[src/rtl/cmp_mon_pkg.sv]
`default_nettype none
// ============================================================================
//  Module      : cmp_mon_pkg
//  Description : Shared types for consumers of the 4-bit comparator's one-hot
//                outcome: lock state enum and 2-bit outcome encoding, plus a
//                decode helper.
//  Revision    : 1.0  initial release
// ============================================================================
package cmp_mon_pkg;

  // Lock state machine states
  typedef enum logic [0:0] {
    SEARCH = 1'b0,
    LOCKED = 1'b1
  } lock_state_e;

  // Compact encoding of one comparator sample
  typedef enum logic [1:0] {
    OUT_GT  = 2'd0,
    OUT_EQ  = 2'd1,
    OUT_LT  = 2'd2,
    OUT_ILL = 2'd3
  } outcome_e;

  // Exactly one bit set is a legal outcome; anything else is illegal
  function automatic outcome_e classify(input logic g, input logic e, input logic s);
    outcome_e r;
    case ({g, e, s})
      3'b100:  r = OUT_GT;
      3'b010:  r = OUT_EQ;
      3'b001:  r = OUT_LT;
      default: r = OUT_ILL;
    endcase
    return r;
  endfunction

endpackage
`default_nettype wire

[src/rtl/sat_counter.sv]
`default_nettype none
// ============================================================================
//  Module      : sat_counter
//  Description : W-bit up counter that sticks at its maximum value, with
//                synchronous reset and synchronous clear.
//  Revision    : 1.0  initial release
// ============================================================================
module sat_counter #(
  parameter int W = 8
) (
  input  logic         CLK,
  input  logic         RST,
  input  logic         CLR,
  input  logic         INC,
  output logic [W-1:0] Q
);

  localparam logic [W-1:0] c_MAX = {W{1'b1}};

  logic [W-1:0] r_q;

  // Count up on INC, hold at maximum; reset/clear take priority
  always_ff @(posedge CLK) begin
    if (RST || CLR) begin
      r_q <= '0;
    end else if (INC && (r_q != c_MAX)) begin
      r_q <= r_q + 1'b1;
    end
  end

  assign Q = r_q;

endmodule
`default_nettype wire

[src/rtl/compare_result_monitor.sv]
`default_nettype none
// ============================================================================
//  Module      : compare_result_monitor
//  Description : Registered monitor of the comparator's one-hot outcome.
//                Keeps saturating per-outcome counters, flags non-one-hot
//                samples and runs a SEARCH/LOCKED lock state machine driven
//                by runs of consecutive EQUAL samples.
//  Revision    : 1.0  initial release
// ============================================================================
module compare_result_monitor
  import cmp_mon_pkg::*;
#(
  parameter int CNT_W    = 8,
  parameter int LOCK_RUN = 4,
  parameter int MISS_MAX = 2
) (
  input  logic                            CLK,
  input  logic                            RST,
  input  logic                            VALID_IN,
  input  logic                            GREATER,
  input  logic                            EQUAL,
  input  logic                            SMALLER,
  input  logic                            CLEAR,
  output logic [CNT_W-1:0]                GT_COUNT,
  output logic [CNT_W-1:0]                EQ_COUNT,
  output logic [CNT_W-1:0]                LT_COUNT,
  output logic [CNT_W-1:0]                ERR_COUNT,
  output logic [$clog2(LOCK_RUN+1)-1:0]   RUN_LEN,
  output logic                            LOCKED,
  output logic                            ILLEGAL
);

  localparam int c_RUN_W  = $clog2(LOCK_RUN + 1);
  localparam int c_MISS_W = $clog2(MISS_MAX + 1);

  localparam logic [c_RUN_W-1:0]  c_RUN_MAX  = c_RUN_W'(LOCK_RUN);
  localparam logic [c_MISS_W-1:0] c_MISS_MAX = c_MISS_W'(MISS_MAX);

  localparam logic [0:0] c_ST_SEARCH = cmp_mon_pkg::SEARCH;
  localparam logic [0:0] c_ST_LOCKED = cmp_mon_pkg::LOCKED;

  outcome_e              w_outcome;
  logic                  w_is_eq;
  logic                  w_is_ill;
  logic [c_RUN_W-1:0]    w_run_next;
  logic [c_MISS_W-1:0]   w_miss_inc;

  logic [0:0]            r_state;
  logic [c_RUN_W-1:0]    r_run_len;
  logic [c_MISS_W-1:0]   r_miss;
  logic                  r_illegal;

  // Decode the sample and precompute the next run length and miss count
  always_comb begin
    w_outcome  = classify(GREATER, EQUAL, SMALLER);
    w_is_eq    = (w_outcome == OUT_EQ);
    w_is_ill   = (w_outcome == OUT_ILL);
    w_run_next = (r_run_len == c_RUN_MAX) ? r_run_len : r_run_len + 1'b1;
    w_miss_inc = r_miss + 1'b1;
  end

  // Outcome statistics; CLEAR inside each counter overrides a same-cycle INC
  sat_counter #(.W(CNT_W)) u_gt_cnt (
    .CLK(CLK), .RST(RST), .CLR(CLEAR),
    .INC(VALID_IN && (w_outcome == OUT_GT)), .Q(GT_COUNT)
  );

  sat_counter #(.W(CNT_W)) u_eq_cnt (
    .CLK(CLK), .RST(RST), .CLR(CLEAR),
    .INC(VALID_IN && (w_outcome == OUT_EQ)), .Q(EQ_COUNT)
  );

  sat_counter #(.W(CNT_W)) u_lt_cnt (
    .CLK(CLK), .RST(RST), .CLR(CLEAR),
    .INC(VALID_IN && (w_outcome == OUT_LT)), .Q(LT_COUNT)
  );

  sat_counter #(.W(CNT_W)) u_err_cnt (
    .CLK(CLK), .RST(RST), .CLR(CLEAR),
    .INC(VALID_IN && w_is_ill), .Q(ERR_COUNT)
  );

  // Lock FSM with its run-length and miss registers, plus the illegal pulse
  always_ff @(posedge CLK) begin
    if (RST || CLEAR) begin
      r_state   <= c_ST_SEARCH;
      r_run_len <= '0;
      r_miss    <= '0;
      r_illegal <= 1'b0;
    end else begin
      r_illegal <= VALID_IN && w_is_ill;
      if (VALID_IN) begin
        r_run_len <= w_is_eq ? w_run_next : '0;
        case (r_state)
          c_ST_SEARCH: begin
            r_miss <= '0;
            if (w_is_eq && (w_run_next == c_RUN_MAX)) begin
              r_state <= c_ST_LOCKED;
            end
          end
          c_ST_LOCKED: begin
            if (w_is_eq) begin
              r_miss <= '0;
            end else if (w_miss_inc == c_MISS_MAX) begin
              // Too many misses: fall back and restart the search from scratch
              r_state   <= c_ST_SEARCH;
              r_miss    <= '0;
              r_run_len <= '0;
            end else begin
              r_miss <= w_miss_inc;
            end
          end
          default: begin
            r_state <= c_ST_SEARCH;
            r_miss  <= '0;
          end
        endcase
      end
    end
  end

  assign RUN_LEN = r_run_len;
  assign LOCKED  = (r_state == c_ST_LOCKED);
  assign ILLEGAL = r_illegal;

endmodule
`default_nettype wire

[config.mk]
export PLATFORM = sky130hd
export DESIGN_NAME = compare_result_monitor
export DESIGN_NICKNAME = d
export VERILOG_FILES = /design/src/rtl/cmp_mon_pkg.sv /design/src/rtl/sat_counter.sv /design/src/rtl/compare_result_monitor.sv
export SDC_FILE = /design/constraint.sdc
export NUM_CORES = 1
export LEC_CHECK = 0
export BUFFER_PORTS_ARGS = -buffer_cell sky130_fd_sc_hd__buf_2
export CAP_MARGIN = 30
export CORE_AREA = 10 10 86 88
export DETAILED_ROUTE_END_ITERATION = 6
export DIE_AREA = 0 0 96 98
export PLACE_DENSITY = 0.65
export SYNTH_ARGS = -nofsm -noshare
export SYNTH_HDL_FRONTEND = slang
export SYNTH_SLANG_ARGS = --single-unit
[constraint.sdc]
create_clock -name CLK -period 4 [get_ports CLK]
set_input_delay 0.6 -clock CLK [delete_from_list [all_inputs] [get_ports CLK]]
set_output_delay 0.6 -clock CLK [all_outputs]
set_load 0.005 [all_outputs]
Yosys cells after proc, flatten, opt, wreduce, memory -nomap -nowiden --
Cells that the tools add are included.
Cells by class: add/sub/neg operators 6, eq/ne operators 13, multiplexer cells 13, bitwise logic cells 1, reduce and logical (&&, ||, !) cells 11
Operators with widths (count):
- $add 8x1->8 const B | 4
- $ne 8x8->1 const B | 4
- $mux 3 | 5
- $eq 3x3->1 const B | 3
- $logic_and 1x1->1 | 9
- $eq 2x2->1 const B | 3
- $pmux 2 s3 | 1
- $mux 2 | 2
- $pmux 2 s2 | 1
- $add 3x1->3 const B | 1
- $eq 3x1->1 const B | 1
- $eq 3x2->1 const B | 1
- $mux 1 | 3
- $add 2x1->2 const B | 1
- $eq 2x1->1 const B | 1
- $logic_not 2->1 | 1
- $pmux 1 s2 | 1
- $logic_or 1x1->1 | 1
- $not 1->1 | 1
Word-level totals: flip-flop bits (word level) 39, input bits 7, logic and storage cells 52

Depth between registers and ports, before layout --
word-level depth 7, depth in mapped cells 6, gate-level depth less buffers 6

Cells and area by module --
From an unflattened synthesis, not the netlist that was laid out.
Unflattened totals: cells, all modules 237, area total of the unflattened synthesis 2107.0 µm²
By module, submodules not included:
- sat_counter | instances 4, cells each 48, area each 421.7 µm², seq. area each 160.2 µm²
- compare_result_monitor | instances 1, cells each 45, area each 420.4 µm², seq. area each 140.1 µm²

Worst setup path after synthesis --
Ideal clock, no wire load.
path type input port to flip-flop, start input SMALLER, end register u_eq_cnt.r_q[5], in the netlist u_eq_cnt.Q[5], library setup time 0.070 ns, arrival time 1.671 ns, required time 3.930 ns, setup slack 2.259 ns, cell stages on the path 4, path buffers 0, cell sequence and4bb_4 nand4_4 or4_1 a21oi_1
Between the ends: word-level cells in the longest chain between the ends 5, elaborated cells between the ends (all ways) 7, those cells by class 4 x eq/ne; 1 x mux; 2 x reduce/logical
RTL lines:
- start: declaration | RTL line compare_result_monitor.sv:22 | input logic SMALLER,
- $eq 3x1->1, or another cell as far along | RTL line cmp_mon_pkg.sv:28 | case ({g, e, s})
- $pmux 2 s3 * | RTL line cmp_mon_pkg.sv:28
- $eq 2x1->1 * | RTL line compare_result_monitor.sv:70 | .INC(VALID_IN && (w_outcome == OUT_EQ)), .Q(EQ_COUNT)
- $logic_and 1x1->1 * | RTL line compare_result_monitor.sv:70
- $logic_and 1x1->1 * | RTL line sat_counter.sv:26 | end else if (INC && (r_q != c_MAX)) begin
- end signal: assignment | RTL line sat_counter.sv:27 | r_q <= r_q + 1'b1;
- end: declaration | RTL line sat_counter.sv:20 | logic [W-1:0] r_q;
Every way passes the cells marked *; elsewhere a longest branch is shown, timed or not. A chain may end at the register's enable or synchronous reset.

Worst setup path in the final report --
start input EQUAL, end register u_err_cnt.r_q[7], in the netlist u_err_cnt.Q[7]
Between the ends: word-level cells in the longest chain between the ends 5, elaborated cells between the ends (all ways) 7, those cells by class 4 x eq/ne; 1 x mux; 2 x reduce/logical
RTL lines:
- start: declaration | RTL line compare_result_monitor.sv:21 | input logic EQUAL,
- $eq 3x1->1, or another cell as far along | RTL line cmp_mon_pkg.sv:28
- $pmux 2 s3 * | RTL line cmp_mon_pkg.sv:28
- $eq 2x2->1 * | RTL line compare_result_monitor.sv:57 | w_is_ill = (w_outcome == OUT_ILL);
- $logic_and 1x1->1 * | RTL line compare_result_monitor.sv:80 | .INC(VALID_IN && w_is_ill), .Q(ERR_COUNT)
- $logic_and 1x1->1 * | RTL line sat_counter.sv:26
- end signal: assignment | RTL line sat_counter.sv:27
- end: declaration | RTL line sat_counter.sv:20
Marks and branches as above.

==> results.json <==
{
  "status": "complete, no violations",
  "p_int_uw": 558,
  "syn_area_per_cell_sq_um": 9.05,
  "critPathBufInv": 1,
  "cp_slowest_cell": "or4_1",
  "clkPwrFrac": 0.408,
  "cts_root_buf": "clkbuf_8",
  "clock_path_buffers": 2,
  "grt-ovfl-total": 0,
  "post_cts_buffers": 0,
  "yosysSeqAreaShare": 0.401,
  "skew_ns": 0.00501,
  "peakVddDrop_mv": 0.175,
  "die_h_um": 98,
  "coreArea_sq_um": 5750,
  "tns_ns": 0,
  "final-hold-violation-count": 0,
  "fmax_mhz": 563,
  "p_switching_uw": 159,
  "row_count": 28,
  "powerDensity_nw_per_um2": 309,
  "yosys_warnings": 0,
  "place_inst": 326,
  "final_cells": 334,
  "areaGrowthSynthToFinish_pct": 19.4,
  "cts_resized": 0,
  "fin_ws_ns": 2.22,
  "synthArstFlopShare": 0,
  "startpoint_type": "input port",
  "drive_gt1_frac": 0.236,
  "cts_htree_levels": 2,
  "worstHoldPathType": "flop to flop",
  "path_cells": "buf_2 -> or3b_1 -> o211ai_2 -> or4_1 -> a21oi_1",
  "dp_hpwl_um": 3480,
  "period_share": 0.444,
  "clk_latency_ns": 0.29,
  "totalWireLength_um": 4740,
  "leakagePower_nw": 0.908,
  "vias": 1778,
  "synthCells": 215,
  "setup_viol": 0,
  "yosysUniqueCellTypes": 48,
  "cp_data_arrival_time_ns": 2.00,
  "comb_power_share": 0.046,
  "power_frac_seq": 0.545,
  "place_congestion": 0.731,
  "crit_path_end_kind": "flop",
  "port_buffers": 43,
  "period_needed_ns": 1.78,
  "grt_first_pass_wirelength_um": 7780,
  "maxSlewHeadroom": 0.349,
  "ctsHoldBuffers": 0,
  "grtUsageTotal": 0.101,
  "die_area_sq_um": 9410,
  "diodes": 0,
  "remaining_drc_errors": 0,
  "final-max-slew-violation-count": 0,
  "rsz0062_at_grt": "no",
  "tightest_slew_ns": 0.972,
  "dieWidth_um": 96,
  "clock_sinks": 39,
  "io_pins": 44,
  "syn-num-nets": 228,
  "drt_iter0_drc": 97,
  "fin_nets": 271,
  "ant_nets": 0,
  "synth-seq-cells": 39,
  "wl_per_cell_um": 14.2,
  "path_class": "input port to flop",
  "critical_path.top_delay_family": "simple AND/OR/NAND/NOR gates",
  "p_sw_frac": 0.222,
  "crit_fanout": 16,
  "antenna_found_initial": 0,
  "power.total_uw": 717,
  "dr.pass1.iters": 4,
  "viasPerCell": 5.32,
  "initial_core_util": 0.339,
  "cp.required_ns": 4.22,
  "cts_tree": "yes",
  "place_ws_ns": 1.93,
  "synth_edf_count": 0,
  "slowest_delay_ns": 0.58,
  "numCtsBuffers": 5,
  "grt_max_degree": 34,
  "drv_cap": 0,
  "clkTransAtPathRegs_ns": 0.08,
  "grt_pass1_vias": 1690,
  "fillerInstances": 611,
  "ys_dominant_reg_cell": "dfxtp_1",
  "synthesis.area_sq_um": 1950
}
==> through the flow <==
step | area, sq um | hold slack, ns | util
after floorplan | 1950 | 0.407 | -
after global placement | 2220 | 0.417 | 0.387
after detailed placement | 2220 | 0.422 | 0.387
after CTS | 2320 | 0.432 | 0.404
after global routing | 2320 | 0.459 | 0.404
final | 2320 | 0.435 | 0.404
==> layer usage <==
layer	track usage	vias to the layer above	wire, um
met1	0.115	836	2140
met3	0.0505	5	336
li1	-	908	-
met2	0.161	29	2230
met4	0.0272	0	36
met5	0	-	0
==> worst register-to-register path: stages (launching register included) <==
cell and delay, ns:
dfxtp_1 0.39, ha_1 0.20, nand4_1 0.22, o21ai_0 0.38, mux2i_1 0.22, nor2_1 0.05
==> power groups by stage <==
stage	Clock (mW)	Sequential (mW)	Combinational (mW)
after floorplan	0	0.400	0.0228
after global placement	0	0.400	0.0328
after detailed placement	0	0.400	0.0336
after CTS	0.303	0.391	0.0337
after global routing	0.321	0.391	0.0376
final	0.293	0.391	0.0332
==> cells in the final DEF (no fill, tap or decap), types with 2 or more instances in the layout <==
cell,netlist,final
or2_2,2,2
nor3b_1,2,2
xnor2_1,3,3
and4b_1,3,3
or3_1,3,3
o31ai_1,3,3
nor4b_1,2,2
nand3_1,9,9
nand3b_1,2,2
o211ai_1,3,3
nand2_1,16,16
o311ai_0,4,4
inv_1,4,4
ha_1,6,6
mux2_2,2,2
a31oi_1,3,3
buf_2,1,43
nor2_1,20,20
nand4_1,5,5
o41ai_1,5,5
and3_1,4,4
mux2i_1,3,3
clkbuf_8,0,7
and4_1,3,3
and4bb_2,2,2
nand4b_1,2,2
o21ai_0,8,8
dfxtp_1,39,39
a211oi_1,5,5
a21oi_1,15,15
and2_1,5,5
or4_1,3,3
nor3_1,4,4
xor2_1,5,5
==> Yosys cell counts, types with 5 or more instances <==
| library cell | count | area share |
|---|---|---|
| a211oi_1 | 5 | 0.019 |
| nor2_1 | 20 | 0.039 |
| nand2_1 | 16 | 0.031 |
| a21oi_1 | 15 | 0.039 |
| xor2_1 | 5 | 0.023 |
| dfxtp_1 | 39 | 0.40 |
| nand3_1 | 9 | 0.023 |
| o21ai_0 | 8 | 0.021 |
| and2_1 | 5 | 0.016 |
| o41ai_1 | 5 | 0.023 |
| clkbuf_1 | 5 | 0.0096 |
| nand4_1 | 5 | 0.016 |
| ha_1 | 6 | 0.039 |
==> flip-flops by register name, summed over array words and instances (netlist names) <==
register	count
u_eq_cnt.Q	8
u_err_cnt.Q	8
u_gt_cnt.Q	8
u_lt_cnt.Q	8
RUN_LEN	3
r_miss	2
ILLEGAL	1
LOCKED	1
==> final cells by class <==
cell class | instances | area, sq um | share of cell area
Multi-Input combinational cell | 165 | 1120 | 0.481
Sequential cell | 39 | 781 | 0.336
Timing Repair Buffer | 43 | 215 | 0.0926
Clock buffer | 8 | 100 | 0.0431
Tap cell | 75 | 93.8 | 0.0404
Inverter | 4 | 15.0 | 0.00646
==> final timing paths <==
| path | start | endpoint | slack [ns] | cells past startpoint |
|---|---|---|---|---|
| setup / recovery | EQUAL | u_err_cnt.Q[7]$_SDFFE_PP0P_ | 2.22 | 5 |
| setup reg to reg | u_gt_cnt.Q[0]$_SDFFE_PP0P_ | u_gt_cnt.Q[1]$_SDFFE_PP0P_ | 2.40 | 5 |
| hold reg to reg | r_miss[1]$_SDFFE_PP0P_ | r_miss[1]$_SDFFE_PP0P_ | 0.43 | 2 |
| hold / removal | r_miss[1]$_SDFFE_PP0P_ | r_miss[1]$_SDFFE_PP0P_ | 0.43 | 2 |
==> cell families (layout without fill, tap and decap cells) <==
family | Yosys count | after routing | synth area share
compound gates | 54 | 54 | 0.190
xor+xnor | 8 | 8 | 0.0360
fa+ha+maj | 6 | 6 | 0.0386
buf+inv | 11 | 55 | 0.0238
flops | 39 | 39 | 0.401
mux | 5 | 5 | 0.0270
simple gates | 92 | 92 | 0.284
Note: power is estimated with default switching activity, not from simulation.
